===== src/rtl/wb_pkg.sv =====
// Shared encodings for the writeback stage: writeback source select and load funct3 types.
package wb_pkg;

    localparam int unsigned XLEN = 32;

    typedef enum logic [1:0] {
        WB_SEL_ALU = 2'd0,
        WB_SEL_MEM = 2'd1,
        WB_SEL_PC4 = 2'd2,
        WB_SEL_RSV = 2'd3
    } wb_sel_e;

    typedef enum logic [2:0] {
        LD_LB  = 3'd0,
        LD_LH  = 3'd1,
        LD_LW  = 3'd2,
        LD_LBU = 3'd4,
        LD_LHU = 3'd5
    } ld_type_e;

endpackage


===== src/rtl/wb_stage_load_align.sv =====
// Load data extraction/extension and misalignment detection (combinational).
module load_align
    import wb_pkg::*;
(
    input  logic [2:0]      ld_type,
    input  logic [1:0]      addr_lo,
    input  logic [XLEN-1:0] mem_data,
    output logic [XLEN-1:0] ld_data,
    output logic            misalign
);

    logic [7:0]  byte_sel;
    logic [15:0] half_sel;

    always_comb begin
        byte_sel = 8'(mem_data >> {addr_lo, 3'b000});
        half_sel = 16'(mem_data >> {addr_lo[1], 4'b0000});
        ld_data  = mem_data;
        misalign = 1'b0;
        case (ld_type_e'(ld_type))
            LD_LB:  ld_data = {{(XLEN-8){byte_sel[7]}}, byte_sel};
            LD_LBU: ld_data = {{(XLEN-8){1'b0}}, byte_sel};
            LD_LH: begin
                ld_data  = {{(XLEN-16){half_sel[15]}}, half_sel};
                misalign = addr_lo[0];
            end
            LD_LHU: begin
                ld_data  = {{(XLEN-16){1'b0}}, half_sel};
                misalign = addr_lo[0];
            end
            // LW and the undefined encodings pass the full word
            default: misalign = (addr_lo != 2'b00);
        endcase
    end

endmodule


===== src/rtl/wb_stage.sv =====
// Writeback stage: registers MEM results, drives the register-file write port and
// same-cycle forwarding copy, and counts retired instructions.
module wb_stage
    import wb_pkg::*;
#(
    parameter int unsigned XLEN_P = XLEN,
    parameter int unsigned CNT_W  = 64
) (
    input  logic              clk,
    input  logic              reset,
    input  logic              valid_i,
    input  logic              flush_i,
    input  logic              rd_wen_i,
    input  logic [4:0]        rd_addr_i,
    input  logic [1:0]        wb_sel_i,
    input  logic [XLEN_P-1:0] alu_res_i,
    input  logic [XLEN_P-1:0] mem_data_i,
    input  logic [XLEN_P-1:0] pc_plus4_i,
    input  logic [2:0]        ld_type_i,
    input  logic [1:0]        addr_lo_i,
    output logic              w_en_o,
    output logic [XLEN_P-1:0] w_addr_o,
    output logic [XLEN_P-1:0] w_data_o,
    output logic              fwd_valid_o,
    output logic [4:0]        fwd_addr_o,
    output logic [XLEN_P-1:0] fwd_data_o,
    output logic              misalign_o,
    output logic [CNT_W-1:0]  instret_o
);

    logic [XLEN_P-1:0] ld_data;
    logic              ld_misalign;
    logic              valid_d;
    logic              misalign_d;
    logic              wen_d;
    logic [XLEN_P-1:0] sel_data;

    logic              w_en_q;
    logic [4:0]        rd_q;
    logic [XLEN_P-1:0] w_data_q;
    logic              misalign_q;
    logic [CNT_W-1:0]  instret_q;

    load_align u_load_align (
        .ld_type  (ld_type_i),
        .addr_lo  (addr_lo_i),
        .mem_data (mem_data_i),
        .ld_data  (ld_data),
        .misalign (ld_misalign)
    );

    // Decisions are made before the edge so every output comes straight from a flop.
    always_comb begin
        valid_d    = valid_i & ~flush_i;
        misalign_d = valid_d & (wb_sel_i == WB_SEL_MEM) & ld_misalign;
        wen_d      = valid_d & rd_wen_i & (rd_addr_i != 5'd0) & ~misalign_d;
        sel_data   = alu_res_i;
        case (wb_sel_e'(wb_sel_i))
            WB_SEL_MEM: sel_data = ld_data;
            WB_SEL_PC4: sel_data = pc_plus4_i;
            default:    sel_data = alu_res_i;
        endcase
    end

    always_ff @(posedge clk) begin
        if (reset) begin
            w_en_q     <= 1'b0;
            rd_q       <= '0;
            w_data_q   <= '0;
            misalign_q <= 1'b0;
            instret_q  <= '0;
        end else begin
            w_en_q     <= wen_d;
            rd_q       <= rd_addr_i;
            w_data_q   <= valid_d ? sel_data : '0;
            misalign_q <= misalign_d;
            if (valid_d && !misalign_d)
                instret_q <= instret_q + CNT_W'(1);
        end
    end

    assign w_en_o      = w_en_q;
    assign w_addr_o    = {{(XLEN_P-5){1'b0}}, rd_q};
    assign w_data_o    = w_data_q;
    assign fwd_valid_o = w_en_q;
    assign fwd_addr_o  = rd_q;
    assign fwd_data_o  = w_data_q;
    assign misalign_o  = misalign_q;
    assign instret_o   = instret_q;

endmodule


===== config.mk =====
export PLATFORM = sky130hd
export DESIGN_NAME = wb_stage
export DESIGN_NICKNAME = d
export VERILOG_FILES = /design/src/rtl/wb_pkg.sv /design/src/rtl/wb_stage_load_align.sv /design/src/rtl/wb_stage.sv
export SDC_FILE = /design/constraint.sdc
export NUM_CORES = 1
export LEC_CHECK = 0
export CAP_MARGIN = 10
export CORE_MARGIN = 2
export CORE_UTILIZATION = 41
export CTS_CLUSTER_SIZE = 16
export DETAILED_ROUTE_END_ITERATION = 10
export PLACE_DENSITY = 0.81
export SLEW_MARGIN = 20
export SYNTH_ARGS = -nofsm -noshare
export SYNTH_HDL_FRONTEND = slang
export SYNTH_SLANG_ARGS = --single-unit

===== constraint.sdc =====
create_clock -name clk -period 2.8 [get_ports clk]
set_input_delay 0.7 -clock clk [delete_from_list [all_inputs] [get_ports clk]]
set_output_delay 0.7 -clock clk [all_outputs]
set_load 0.005 [all_outputs]

==> flow_summary.ini, run 1 <==
[finish]
multi_input_area_mm2 = 0.00315
fin_cells = 1127
layout_commonest_cell = clkdlybuf4s50_1
drive_above_1_share = 0.0932
fill_cells = 1213
fin_area_mm2 = 0.00863
seqCellArea_mm2 = 0.00206
synthToLayoutAreaGrowth_pct = 48.0
final_cell_mix = clkdlybuf4s50_1 (252), a21oi_1 (123), dfxtp_1 (103)
nNetsFinal = 1055

[synthesis]
synth-xor-area-share = 0.0345
ys_warn_count = 0
synthArstFlopShare = 0
synthDominantCellAreaShare = 0.354
avgSynthCellArea_um2 = 8.08
synth_top_area_cell = dfxtp_1
synth_seq_area_share = 0.354
synth_area_leaders = dfxtp_1 (35%), a21oi_1 (11%), buf_4 (8.9%), o21ai_0 (5.5%), nand4_1 (3.2%)
ys_seq_elements = 103
yosys.area_share.adder = 0.00644
ys.flop_type = dfxtp_1
yosysUniqueCellTypes = 53
synth_top_family_by_area = compound AO/OA/AOI/OAI gates
synth-simple-area-share = 0.228
synth_edf_count = 0
syn_inst = 722
synth.cell_area_mm2 = 0.00583
synth_mux_area_frac = 0.0223
synth_compound_area_frac = 0.230

[floorplanning]
start_util = 0.420
fp.coreArea_mm2 = 0.0139
fp.dieW_um = 123
fp.dieH_um = 123
pin_count = 281
die-area_mm2 = 0.0152
rows = 43

[detailed_routing]
via_count = 6280
vias_per_cell = 5.57
drt_iter0_markers = 562
route.met3.wl_um = 1750
firstDrtPassIters = 5
wl_met1_um = 7710
wl_um = 20300
wl_per_cell_um = 18.0
top_layer_used = met4
drcViolationCount = 0
ant_nets = 0
wl_met2_um = 10200

[global_route]
grt_first_pass_wirelength_um = 29700
antenna_found_initial = 3
grt_pass1_vias = 5675
grt.overflow.total = 0
grt_max_degree = 72
track_usage = 0.251

[sta]
fin_ws_ns = 0.127
skew_ns = 0.00986
fin_setup_tns_ns = 0
finalHoldWorstSlack_ns = 0.501
slew_headroom = 0.495
max_freq_mhz = 374
hold_viol_final = 0
rsz0062_at_grt = false
min_period_over_period = 0.955
min_period_ns = 2.67
tightest_slew_ns = 0.757
setup_viol = 0
final_max_slew_viol_count = 0

[place]
pre_cts_slack_ns = -0.298
dp_hpwl_um = 15100
placed_area_mm2 = 0.00831
io_buffers = 253
place_inst = 1108
gp_congestion = 0.842

[clock_tree]
htree_num_levels = 3
cts_tree = done
cts_made_buffers = 9
root_buffer = clkbuf_16
clock-sinks = 103
cts_buffer_depth = 2
path_clk_slew_ns = 0.08
post_cts_buffers = 0
clk_latency_ns = 0.36

[worst_setup_path]
cp-end-kind = flip-flop
worst-path-max-fanout = 6
worstPathArrival_ns = 2.95
criticalPathCategory = primary input to flip-flop
cp-start-kind = primary input
critical_path_required_ns = 3.08

[flow_run]
maxCapViolations = 0

[power]
p_int_w = 0.00243
p_per_area_mw_per_mm2 = 382
switching_share = 0.262
power_frac_clock = 0.385
p_comb_frac = 0.160
power_switching_w = 0.000866
pwr-share-seq = 0.455
peakVddDrop_uv = 347
leakagePower_nw = 2.91

[run_status]
status = finished clean

[min_path]
hold_path.class = flip-flop to flip-flop
metrics by stage:
step                       util  power, W
final                     0.622   0.00330
after detailed placement  0.599   0.00206
after floorplan               -   0.00178
after global placement    0.599   0.00205
after global routing      0.622   0.00342
after CTS                 0.621   0.00333
cells in the mapped netlist (all sizes together) (7+ instances only):
library cell    n
nor2           36
and3            7
nor3           12
nor4           11
xor2            8
nor2b           7
or3            23
or4            21
nand2          33
o31ai          18
nand3          19
clkbuf         33
o211ai         17
buf            76
nand4          35
xnor2          15
dfxtp         103
o221ai          8
a21oi         123
inv            10
o21ai          64
what timing repair did:
item	CTS	global route
setup endpoints to repair	0	10
resized for setup	0	2
endpoints found under the hold margin	0	0
hold buffers	0	0
logic make-up after synthesis:
logic type	after synthesis
flops	103
compound gates	238
mux	11
buf+inv	121
other cells	1
fa+ha+maj	3
xor+xnor	23
simple gates	222
power groups by stage:
| stage | logic (W) | registers (W) | clock network [W] |
|---|---|---|---|
| after floorplan | 0.000245 | 0.00154 | 0 |
| after global placement | 0.000518 | 0.00154 | 0 |
| after detailed placement | 0.000520 | 0.00154 | 0 |
| after CTS | 0.000523 | 0.00150 | 0.00130 |
| after global routing | 0.000569 | 0.00150 | 0.00135 |
| final | 0.000528 | 0.00150 | 0.00127 |
metal layers:
metal | up-vias | global-route usage
li1 | 3027 | -
met1 | 2945 | 0.288
met2 | 270 | 0.435
met3 | 38 | 0.0696
met4 | 0 | 0.112
met5 | - | 0
worst max-delay path, cell delays in order:
cell and delay (ns):
clkdlybuf4s50_1 0.48, inv_1 0.05, ha_2 0.20, buf_4 0.15, o211ai_4 0.09, nand3_4 0.09
or4_4 0.56, or4b_1 0.48, a21oi_1 0.16
state kept, by name, indices dropped and copies added (netlist names):
register,flops
fwd_valid_o,1
instret_o,64
misalign_o,1
fwd_addr_o,5
fwd_data_o,32
layout make-up:
class,count,share of cell area
Antenna cell,3,0.000870
Clock buffer,10,0.0277
Clock inverter,6,0.00725
Inverter,11,0.00478
Multi-Input combinational cell,524,0.365
Sequential cell,103,0.239
Tap cell,180,0.0261
Timing Repair Buffer,290,0.329
worst paths after layout:
| path | slack [ns] | start | cells past startpoint | to |
|---|---|---|---|---|
| max | 0.13 | wb_sel_i[1] | 9 | instret_o[27] |
| max reg2reg | 0.31 | instret_o[21] | 5 | instret_o[51] |
| min reg2reg | 0.50 | instret_o[63] | 2 | instret_o[63] |
| min | 0.50 | instret_o[63] | 2 | instret_o[63] |
Note: power is estimated with default switching activity, not from simulation.
==> run 2: changes to the inputs <==
- REMOVE_ABC_BUFFERS: unset -> 1
==> run 2 against run 1 <==
Sequential share of layout area is essentially flat. Sequential cell count is the same. Clock skew grew 0.0030 ns. Global-route usage grew 0.28 points. Worst setup slack gained 0.0031 ns. Final cell count is the same. Die area is the same. Critical path depth is the same. Critical endpoint unchanged. Largest cell class unchanged. Highest routed layer unchanged.
==> flow_summary.ini, run 2 (synthesized netlist as in run 1, its figures left out) <==
[global_route]
grt_max_degree = 37
track_usage = 0.254
grt_first_pass_wirelength_um = 29900
antenna_found_initial = 0
grt.overflow.total = 0
grt_pass1_vias = 5617

[worst_setup_path]
cp-end-kind = flip-flop
critical_path_required_ns = 3.09
cp_slowest_cell = or4_4
crit_family = simple AND/OR/NAND/NOR gates
criticalPathCategory = primary input to flip-flop
worst-path-buf-inv = 3
cp-start-kind = primary input
cp_slowest_stage_delay_ns = 0.53
worstPathArrival_ns = 2.96
worst-path-max-fanout = 6
path_cells = clkdlybuf4s50_1, inv_1, ha_2, buf_4, o211ai_4, nand3_4, or4_4, or4b_1, a21oi_2

[sta]
min_period_over_period = 0.954
final_max_slew_viol_count = 0
fin_setup_tns_ns = 0
setup_viol = 0
skew_ns = 0.0129
rsz0062_at_grt = true
slew_headroom = 0.626
max_freq_mhz = 375
tightest_slew_ns = 0.555
hold_viol_final = 0
min_period_ns = 2.67

[finish]
antenna_cells = 0
layout_commonest_cell = clkdlybuf4s50_1
drive_above_1_share = 0.0961
synthToLayoutAreaGrowth_pct = 47.7
fill_cells = 1210
nNetsFinal = 1058
fin_area_mm2 = 0.00861
final_cell_mix = clkdlybuf4s50_1 (252), a21oi_1 (122), dfxtp_1 (103)
largest_reg_flops = 64

[place]
io_buffers = 253
gp_congestion = 0.913
dp_hpwl_um = 15200
placed_area_mm2 = 0.00832

[detailed_routing]
via_count = 6299
wl_um = 19800
drt_iter0_markers = 503
ant_nets = 0
drcViolationCount = 0
wl_per_cell_um = 17.6
vias_per_cell = 5.59
firstDrtPassIters = 5

[clock_tree]
root_buffer = clkbuf_16
path_clk_slew_ns = 0.08
cts_made_buffers = 9
cts_buffer_depth = 2
cts_tree = done
htree_num_levels = 3
clock-sinks = 103
hold_buffers = 0
clk_latency_ns = 0.35

[power]
p_int_w = 0.00239
switching_share = 0.265
p_per_area_mw_per_mm2 = 378
power_frac_clock = 0.378
pwr-share-seq = 0.461
leakagePower_nw = 2.90
p_comb_frac = 0.160
peakVddDrop_uv = 284
power_switching_w = 0.000864

[floorplanning]
start_util = 0.420
fp.dieH_um = 123
rows = 43
pin_count = 281
fp.coreArea_mm2 = 0.0139
fp.dieW_um = 123
die-area_mm2 = 0.0152

[run_status]
status = finished clean

[flow_run]
maxCapViolations = 0

[min_path]
hold_path.class = flip-flop to flip-flop
## run 2: cell count changes in the layout (fill, tap and decap cells not counted), sizes merged
cell / delta
buf: +3
diode: -3
clkinvlp: +2
inv: -2
clkbuf: -1
clkinv: +1
## run 2: path summary, 6_finish.rpt
path	startpoint	end	slack, ns	cells past startpoint
setup / recovery	wb_sel_i[1]	instret_o[27]	0.13	9
hold / removal	instret_o[53]	instret_o[53]	0.51	2
setup reg to reg	instret_o[21]	instret_o[51]	0.40	5
hold reg to reg	instret_o[53]	instret_o[53]	0.51	2
## run 2: worst reg2reg max path: stages, from the launching register on
cell	delay, ns
dfxtp_1	0.45
nand4_1	0.24
nor4_1	0.58
nand2_1	0.36
or4_1	0.54
a21oi_1	0.16
## run 2: through the flow
step	util	hold WS [ns]	cells	setup WS [ns]	total power (W)
floorplan	-	0.462	638	-0.133	0.00169
global route	0.621	0.530	1127	-0.0221	0.00338
finish	0.621	0.505	1127	0.130	0.00326
detailed placement	0.600	0.493	1111	-0.312	0.00205
CTS	0.620	0.503	1127	0.0517	0.00327
global placement	0.600	0.490	1111	-0.279	0.00205
## run 2: repair_timing
action | in CTS | in global routing
endpoints found under the setup margin | 0 | 17
setup buffers | 0 | 0
gates resized for setup | 0 | 2
## run 2: layer usage
metal,vias to the layer above,share of wire,global-route usage
li1,3017,-,-
met1,2971,0.45,0.357
met2,280,0.46,0.397
met3,31,0.072,0.0387
met4,0,0.023,0.0859
met5,-,0,0
## run 2: area by class of cell
cell class,count,area [um^2],share of cell area
clock inverters,7,58.8,0.00683
flip-flops and latches,103,2060,0.239
clock buffers,9,225,0.0261
repair buffers,293,2850,0.331
inverters,11,41.3,0.00479
well taps,180,225,0.0261
multi-input cells,524,3150,0.366
## run 2: power by group through the flow
| stage | sequential (W) | clock [W] | combinational (W) |
|---|---|---|---|
| floorplan | 0.00154 | 0 | 0.000152 |
| global placement | 0.00154 | 0 | 0.000509 |
| detailed placement | 0.00154 | 0 | 0.000516 |
| CTS | 0.00150 | 0.00125 | 0.000519 |
| global route | 0.00151 | 0.00131 | 0.000564 |
| finish | 0.00150 | 0.00123 | 0.000522 |
